==> config.mk <==
export PLATFORM = sky130hd
export DESIGN_NAME = ats21_cmd_arbiter
export DESIGN_NICKNAME = d
export VERILOG_FILES = /design/src/rtl/ats21_pkg.sv /design/src/rtl/ats21_client_port.sv /design/src/rtl/ats21_cmd_arbiter.sv
export SDC_FILE = /design/constraint.sdc
export NUM_CORES = 1
export LEC_CHECK = 0
export CAP_MARGIN = 25
export CORE_ASPECT_RATIO = 1.1
export CORE_UTILIZATION = 51
export CTS_CLUSTER_SIZE = 12
export DETAILED_ROUTE_END_ITERATION = 16
export PLACE_DENSITY = 0.85
export SETUP_SLACK_MARGIN = 0.02
export SYNTH_ARGS = -nofsm -noshare
export SYNTH_HDL_FRONTEND = slang
export SYNTH_SLANG_ARGS = --single-unit
==> constraint.sdc <==
create_clock -name clk -period 4.1 [get_ports clk]
set_input_delay 0.82 -clock clk [delete_from_list [all_inputs] [get_ports clk]]
set_output_delay 0.82 -clock clk [all_outputs]
set_load 0.01 [all_outputs]
==> src/rtl/ats21_pkg.sv <==
// rtl/ats21_pkg.sv - shared widths, states and command/response types for the ATS21 arbiter
package ats21_pkg;

   localparam int CTRL_W = 16;
   localparam int STAT_W = 2;
   localparam int DATA_W = 24;
   localparam logic [STAT_W-1:0] STAT_TIMEOUT = 2'b11;

   typedef enum logic [1:0] {IDLE, ISSUE, WAIT, RESP} arb_state_t;
   typedef enum logic {CLIENT_A, CLIENT_B} client_t;

   typedef struct packed {
      logic [CTRL_W-1:0] ctrlA;
      logic [CTRL_W-1:0] ctrlB;
   } ats_cmd_t;

   typedef struct packed {
      logic [STAT_W-1:0] stat;
      logic [DATA_W-1:0] data;
   } ats_rsp_t;

endpackage

==> src/rtl/ats21_client_port.sv <==
// rtl/ats21_client_port.sv - one-deep command holding register and response register for one client
module ats21_client_port
   import ats21_pkg::*;
(
   input  logic              clk,
   input  logic              reset,
   input  logic              req_valid,
   output logic              req_ready,
   input  logic [CTRL_W-1:0] ctrlA,
   input  logic [CTRL_W-1:0] ctrlB,
   output ats_cmd_t          cmd,
   output logic              pend,
   input  logic              done,
   input  logic              rsp_load,
   input  ats_rsp_t          rsp_in,
   output logic              rsp_valid,
   output logic [STAT_W-1:0] rsp_stat,
   output logic [DATA_W-1:0] rsp_data
);

   ats_rsp_t rsp_q;

   assign req_ready = ~pend;
   assign rsp_stat  = rsp_q.stat;
   assign rsp_data  = rsp_q.data;

   // done only arrives while pend is set, so it never races a new accept
   always_ff @(posedge clk or negedge reset) begin
      if (!reset) begin
         pend <= 1'b0;
         cmd  <= '0;
      end else if (done) begin
         pend <= 1'b0;
      end else if (req_valid && req_ready) begin
         pend      <= 1'b1;
         cmd.ctrlA <= ctrlA;
         cmd.ctrlB <= ctrlB;
      end
   end

   always_ff @(posedge clk or negedge reset) begin
      if (!reset) begin
         rsp_valid <= 1'b0;
         rsp_q     <= '0;
      end else begin
         rsp_valid <= rsp_load;
         if (rsp_load) rsp_q <= rsp_in;
      end
   end

endmodule

==> src/rtl/ats21_cmd_arbiter.sv <==
// rtl/ats21_cmd_arbiter.sv - round-robin sharing of one ATS21 command interface between clients A and B
module ats21_cmd_arbiter
   import ats21_pkg::*;
#(
   parameter int TIMEOUT_CYCLES = 64,
   parameter int TO_BITS        = $clog2(TIMEOUT_CYCLES)
) (
   input  logic              clk,
   input  logic              reset,
   input  logic              a_req_valid,
   output logic              a_req_ready,
   input  logic [CTRL_W-1:0] a_ctrlA,
   input  logic [CTRL_W-1:0] a_ctrlB,
   output logic              a_rsp_valid,
   output logic [STAT_W-1:0] a_rsp_stat,
   output logic [DATA_W-1:0] a_rsp_data,
   input  logic              b_req_valid,
   output logic              b_req_ready,
   input  logic [CTRL_W-1:0] b_ctrlA,
   input  logic [CTRL_W-1:0] b_ctrlB,
   output logic              b_rsp_valid,
   output logic [STAT_W-1:0] b_rsp_stat,
   output logic [DATA_W-1:0] b_rsp_data,
   output logic              ats_req,
   output logic [CTRL_W-1:0] ats_ctrlA,
   output logic [CTRL_W-1:0] ats_ctrlB,
   input  logic              ats_ready,
   input  logic [STAT_W-1:0] ats_stat,
   input  logic [DATA_W-1:0] ats_data,
   output logic              timeout_err,
   output logic              busy
);

   arb_state_t         state_q, state_d;
   client_t            grant_q, grant_d, last_q, last_d;
   logic [TO_BITS-1:0] timer_q, timer_d;
   ats_cmd_t           cmd_q, cmd_d, a_cmd, b_cmd;
   ats_rsp_t           rsp_d;
   logic               a_pend, b_pend, rsp_load, done;

   ats21_client_port u_port_a (
      .clk(clk), .reset(reset), .req_valid(a_req_valid), .req_ready(a_req_ready),
      .ctrlA(a_ctrlA), .ctrlB(a_ctrlB), .cmd(a_cmd), .pend(a_pend),
      .done(done && grant_q == CLIENT_A), .rsp_load(rsp_load && grant_q == CLIENT_A),
      .rsp_in(rsp_d), .rsp_valid(a_rsp_valid), .rsp_stat(a_rsp_stat), .rsp_data(a_rsp_data)
   );

   ats21_client_port u_port_b (
      .clk(clk), .reset(reset), .req_valid(b_req_valid), .req_ready(b_req_ready),
      .ctrlA(b_ctrlA), .ctrlB(b_ctrlB), .cmd(b_cmd), .pend(b_pend),
      .done(done && grant_q == CLIENT_B), .rsp_load(rsp_load && grant_q == CLIENT_B),
      .rsp_in(rsp_d), .rsp_valid(b_rsp_valid), .rsp_stat(b_rsp_stat), .rsp_data(b_rsp_data)
   );

   assign ats_req   = (state_q == ISSUE);
   assign ats_ctrlA = cmd_q.ctrlA;
   assign ats_ctrlB = cmd_q.ctrlB;
   assign busy      = (state_q != IDLE);

   always_comb begin
      state_d     = state_q;
      grant_d     = grant_q;
      last_d      = last_q;
      timer_d     = timer_q;
      cmd_d       = cmd_q;
      rsp_d       = '0;
      rsp_load    = 1'b0;
      done        = 1'b0;
      timeout_err = 1'b0;
      case (state_q)
         IDLE: begin
            if (a_pend || b_pend) begin
               grant_d = (a_pend && (!b_pend || last_q == CLIENT_B)) ? CLIENT_A : CLIENT_B;
               cmd_d   = (grant_d == CLIENT_A) ? a_cmd : b_cmd;
               state_d = ISSUE;
            end
         end
         ISSUE: begin
            timer_d = '0;
            state_d = WAIT;
         end
         WAIT: begin
            // a ready arriving on the last timer cycle still wins over the timeout
            if (ats_ready) begin
               rsp_d    = '{stat: ats_stat, data: ats_data};
               rsp_load = 1'b1;
               state_d  = RESP;
            end else if (timer_q == TO_BITS'(TIMEOUT_CYCLES - 1)) begin
               rsp_d       = '{stat: STAT_TIMEOUT, data: '0};
               rsp_load    = 1'b1;
               timeout_err = 1'b1;
               state_d     = RESP;
            end else begin
               timer_d = timer_q + 1'b1;
            end
         end
         RESP: begin
            done    = 1'b1;
            last_d  = grant_q;
            state_d = IDLE;
         end
         default: state_d = IDLE;
      endcase
   end

   always_ff @(posedge clk or negedge reset) begin
      if (!reset) begin
         state_q <= IDLE;
         grant_q <= CLIENT_A;
         last_q  <= CLIENT_B;
         timer_q <= '0;
         cmd_q   <= '0;
      end else begin
         state_q <= state_d;
         grant_q <= grant_d;
         last_q  <= last_d;
         timer_q <= timer_d;
         cmd_q   <= cmd_d;
      end
   end

endmodule

After elaboration in Yosys (flattened, before gate mapping)
Index checks and enable logic that the tools add are counted.
- bits in registers: 162
- bits of input ports: 95
- logic and storage cells: 74
- output and inout port bits: 91
- reduce and logical (&&, ||, !) cells: 20
- bitwise gates (word level): 5
- $add $sub $neg: 1
- multiplexer cells: 22
- equal/unequal tests: 8
- operator list (operator ; count):
    two-way mux 26 bit ; 3
    two-way mux 32 bit ; 1
    two-way mux 6 bit ; 2
    case mux 6 bit (2 select lines) ; 1
    two-way mux 1 bit ; 11
    case mux 2 bit (4 select lines) ; 1
    AND reduction 2 bit ; 4
    nonzero test 2 bit ; 4
    logical AND 1 bit ; 7
    adder 6 x 1 -> 6 bit, second input constant ; 1
    equality test 6 bit, second input constant ; 1
    two-way mux 2 bit ; 3
    != test 2 bit, second input constant ; 3
    NOT 1 bit ; 5
    equality test 2 bit, second input constant ; 2
    != test 3 bit, second input constant ; 1
    AND reduction 3 bit ; 1
    equality test 2 x 1 -> 1 bit, second input constant ; 1
    logical NOT 2 bit ; 1
    logical OR 1 bit ; 2
    logical NOT 1 bit ; 1

Depth between registers and ports, before layout
- depth in word-level cells: 5
- depth in mapped cells: 7
- depth with buffers taken out: 7

Hierarchy
A second synthesis with hierarchy kept.
- cell total of the unflattened synthesis: 497
- area, all modules: 6789.0 um^2
- modules (own cells, without submodules) (module ; area each (um^2) ; seq. area each (um^2) ; cells each ; times used):
    ats21_client_port ; 2233.4 ; 1501.4 ; 128 ; 2
    ats21_cmd_arbiter ; 2322.2 ; 1052.3 ; 241 ; 1

Least setup slack after synthesis
No wires, ideal clock.
- path kind: input to output
- start point: in ats_ready
- end point: out timeout_err
- path buffers: 0
- required time: 3.280 ns
- stages on the path: 1
- arrival time: 1.121 ns
- setup slack: 2.159 ns
- cells stage by stage: nor3_1
- word-level cells in the longest chain between the ends: 2
- ends and longest elaborated chain (element ; line ; source):
    from (decl) ; ats21_cmd_arbiter.sv:27 ; input logic ats_ready,
    two-way mux 1 bit ; ats21_cmd_arbiter.sv:84 ; if (ats_ready) begin
    two-way mux 1 bit ; ats21_cmd_arbiter.sv:70 ; case (state_q)
    to (decl) ; ats21_cmd_arbiter.sv:30 ; output logic timeout_err,
Every way passes these cells.

Worst setup path in the final report
- start point: reg state_q[0]
- end point: out timeout_err
- word-level cells in the longest chain between the ends: 2
- ends and longest elaborated chain (element ; line ; source):
    from (decl) ; ats21_cmd_arbiter.sv:34 ; arb_state_t state_q, state_d;
    from (signal assigned) ; ats21_cmd_arbiter.sv:114 ; state_q <= state_d;
    equality test 2 bit ; ats21_cmd_arbiter.sv:70 ;
    two-way mux 1 bit ; ats21_cmd_arbiter.sv:70 ;
Every way passes these cells.

==> metrics.txt <==
vias in the first global route=4806; Syn Inst Count=470; Clock transition at path regs=0.06 ns; endpoints failing setup=0; Reg area=4060 um2; status=completed; gr usage total=25.0%; Port Buffers=185; critical path's most frequent cell=inv_1; final setup TNS=0 ns; Synth top area share=62.2%; Fill cells=781; Primary FF master, synth=dfrtp_1; Initial DRC Count=310; Comb pwr share=40.0%; antenna viol nets, final=0; CTS Hold Buffers Added=0; Hold WC Path Type=in -> async; Post-Syn Area per Cell=13.8 um2; area of the multi-input gates=2200 um2; fmax=325 MHz; height of the die=120 um; worst setup margin=1.02 ns; CP endpoint kind=primary output; Peak VDD IR=0.510 mV; syn_nets=570; WL/cell=18.9 um; Die Wd=109 um; Critical Path Slowest Stage Cell=clkdlybuf4s50_1; reg2reg setup slack=1.90 ns; measured slew at the worst slew-check pin=0.931 ns; Final Skew=0.0104 ns; io pins=186; critical path class=reg -> out; Area Overhead vs Synth=39.3%; worst r2r path cells=5; Synth area leaders=dfrtp_1 (62%), mux2_2 (11%), a22o_1 (6.5%); CTS tree=built; Synth Register Bits=162; relative slew slack=37.7%; Clk pwr share=21.8%; layout cell share with drive strength beyond 1=16.6%; cell area after layout=9020 um2; worst endpoint required time=3.28 ns; Detailed Route WL=15.5 mm; GP Congestion=0.840; most frequent cells in the layout=clkdlybuf4s50_1 (184), dfrtp_1 (161), mux2_2 (65), a22o_1 (48), nand2_1 (36); largest area contributor in the netlist=dfrtp_1; most common cell after layout, fill and taps aside=clkdlybuf4s50_1; Seq/Total Area, Yosys=62.6%; ant diodes=0; Internal=4970 uW; leak pwr=0.00398 uW; largest net degree at the start of global routing=91; Core Rows=42; clk buf depth=2; Tcrit/Tclk final=75.1%; first-pass GRT wire length=24.5 mm; DIE AREA=13200 um2; worst-path fanout max=12; final hold viol count=0; core area=12200 um2; setup bufs post-CTS=0; cells along the critical path=inv_1, ha_1, inv_1, nor3_1, clkdlybuf4s50_1; starting density of the core=53.1%; Post-synth EDFFs=0; sequential power share=38.2%; post-synthesis cell type count=39; vias=4567; pre-CTS setup slack=1.17 ns; CTS Sinks=162; FFs w/ async S/R, synth=100%; synth warn=0; NetSw=2330 uW; PD cells=810 nW/um2; crit path launch type=register; drt first pass iters=4; switch share=31.9%; CTS H-tree depth=4; Inserted Clock Buffers=17; max incr delay on CP=0.56 ns; global route overflow=0; fin crit period=3.08 ns; DR DRC count=0; Reg-to-Reg End=ats_ctrlA[5]$_DFFE_PN0P_; clock root cell=clkbuf_16; unrepaired setup endpoints after global routing=no; CTS resizes=0; Final Net Count=755; Worst EP arrival=2.26 ns; fin. max-slew vios=0; dpl hpwl=10.3 mm; Vias per Instance=5.56; Core Util, Final=74.0%; placed cell area=8430 um2; max-cap check violation count=0; Mapped Area=6480 um2; Reg-to-Reg Start=u_port_b.pend$_DFFE_PN0P_; latest clock arrival within the worst-skew pair=0.42 ns; initial antenna violation count=0; total chip power=7300 uW
## synth_stat cells, types with 2 or more instances
cell and n:
buf_6 7, o21ai_0 28, buf_4 3, a2bb2oi_1 4, mux2_2 65, o311ai_0 2
a22o_1 48, o21ai_4 2, o21ai_1 8, clkbuf_1 3, nand3_1 6, nand2_1 36
a31oi_1 2, a21oi_1 4, inv_1 15, dfrtp_1 161, mux2i_1 32, buf_2 12
ha_1 5, nor2_1 8
## worst max-delay path, delay by kind of cell, from the launching register on
kind,cells,cell delay (ns)
simple gates,1,0.19
flops,1,0.41
fa+ha+maj,1,0.43
buf+inv,3,0.81
## logic make-up after synthesis
logic type	after synthesis	share of synthesized area, %
buffers and inverters	41	3.61
adder cells (fa/ha/maj)	5	0.966
flip-flops	162	62.6
AO/OA/AOI/OAI	105	12.0
AND/OR/NAND/NOR	60	4.54
multiplexers	97	16.2
## state kept, by name (all words and copies together), names as in the netlist, 6 cells and up
name / cells
u_port_a.rsp_data: 24
u_port_a.cmd: 32
u_port_b.cmd: 32
u_port_b.rsp_data: 24
ats_ctrlA: 16
ats_ctrlB: 16
timer_q: 6
## power groups by stage
stage	clock, uW	combinational, uW	sequential (uW)
after floorplan	0	1530	2890
after global placement	0	2830	2760
after detailed placement	0	2930	2820
after CTS	1620	2960	2790
after global routing	1690	3190	2870
final	1600	2920	2790
## metrics by stage
step	hold WS [ns]	cells
6_report	0.465	822
5_1_grt	0.510	822
4_1_cts	0.483	822
3_5_place_dp	0.470	790
3_3_place_gp	0.463	790
2_1_floorplan	0.467	470
## cell type report
class	count	share of cell area (%)
multi-input combinational	267	24.4
clock buffer	22	5.14
tap	154	2.14
inverter	15	0.624
sequential	162	44.9
timing repair buffer	192	21.3
clock inverter	10	1.47
## routing by layer
layer / GRT usage (%) / routed length (um)
met3: 9.33 / 1500
met5: 0 / 0
met4: 9.92 / 290
met2: 40.7 / 7480
met1: 30.0 / 6230
## worst max path at each step
| stage | to | cells after the start | slack [ns] | from |
|---|---|---|---|---|
| finish | timeout_err | 5 | 1.02 | state_q[0]$_DFFE_PN0P_ |
| global route | timeout_err | 5 | 0.85 | state_q[0]$_DFFE_PN0P_ |
| CTS | timeout_err | 5 | 1.00 | state_q[0]$_DFFE_PN0P_ |
| detailed placement | timeout_err | 3 | 1.17 | ats_ready |
| global placement | timeout_err | 3 | 1.18 | ats_ready |
| floorplan | timeout_err | 1 | 2.16 | ats_ready |
Power figures use the tool's default switching activity.
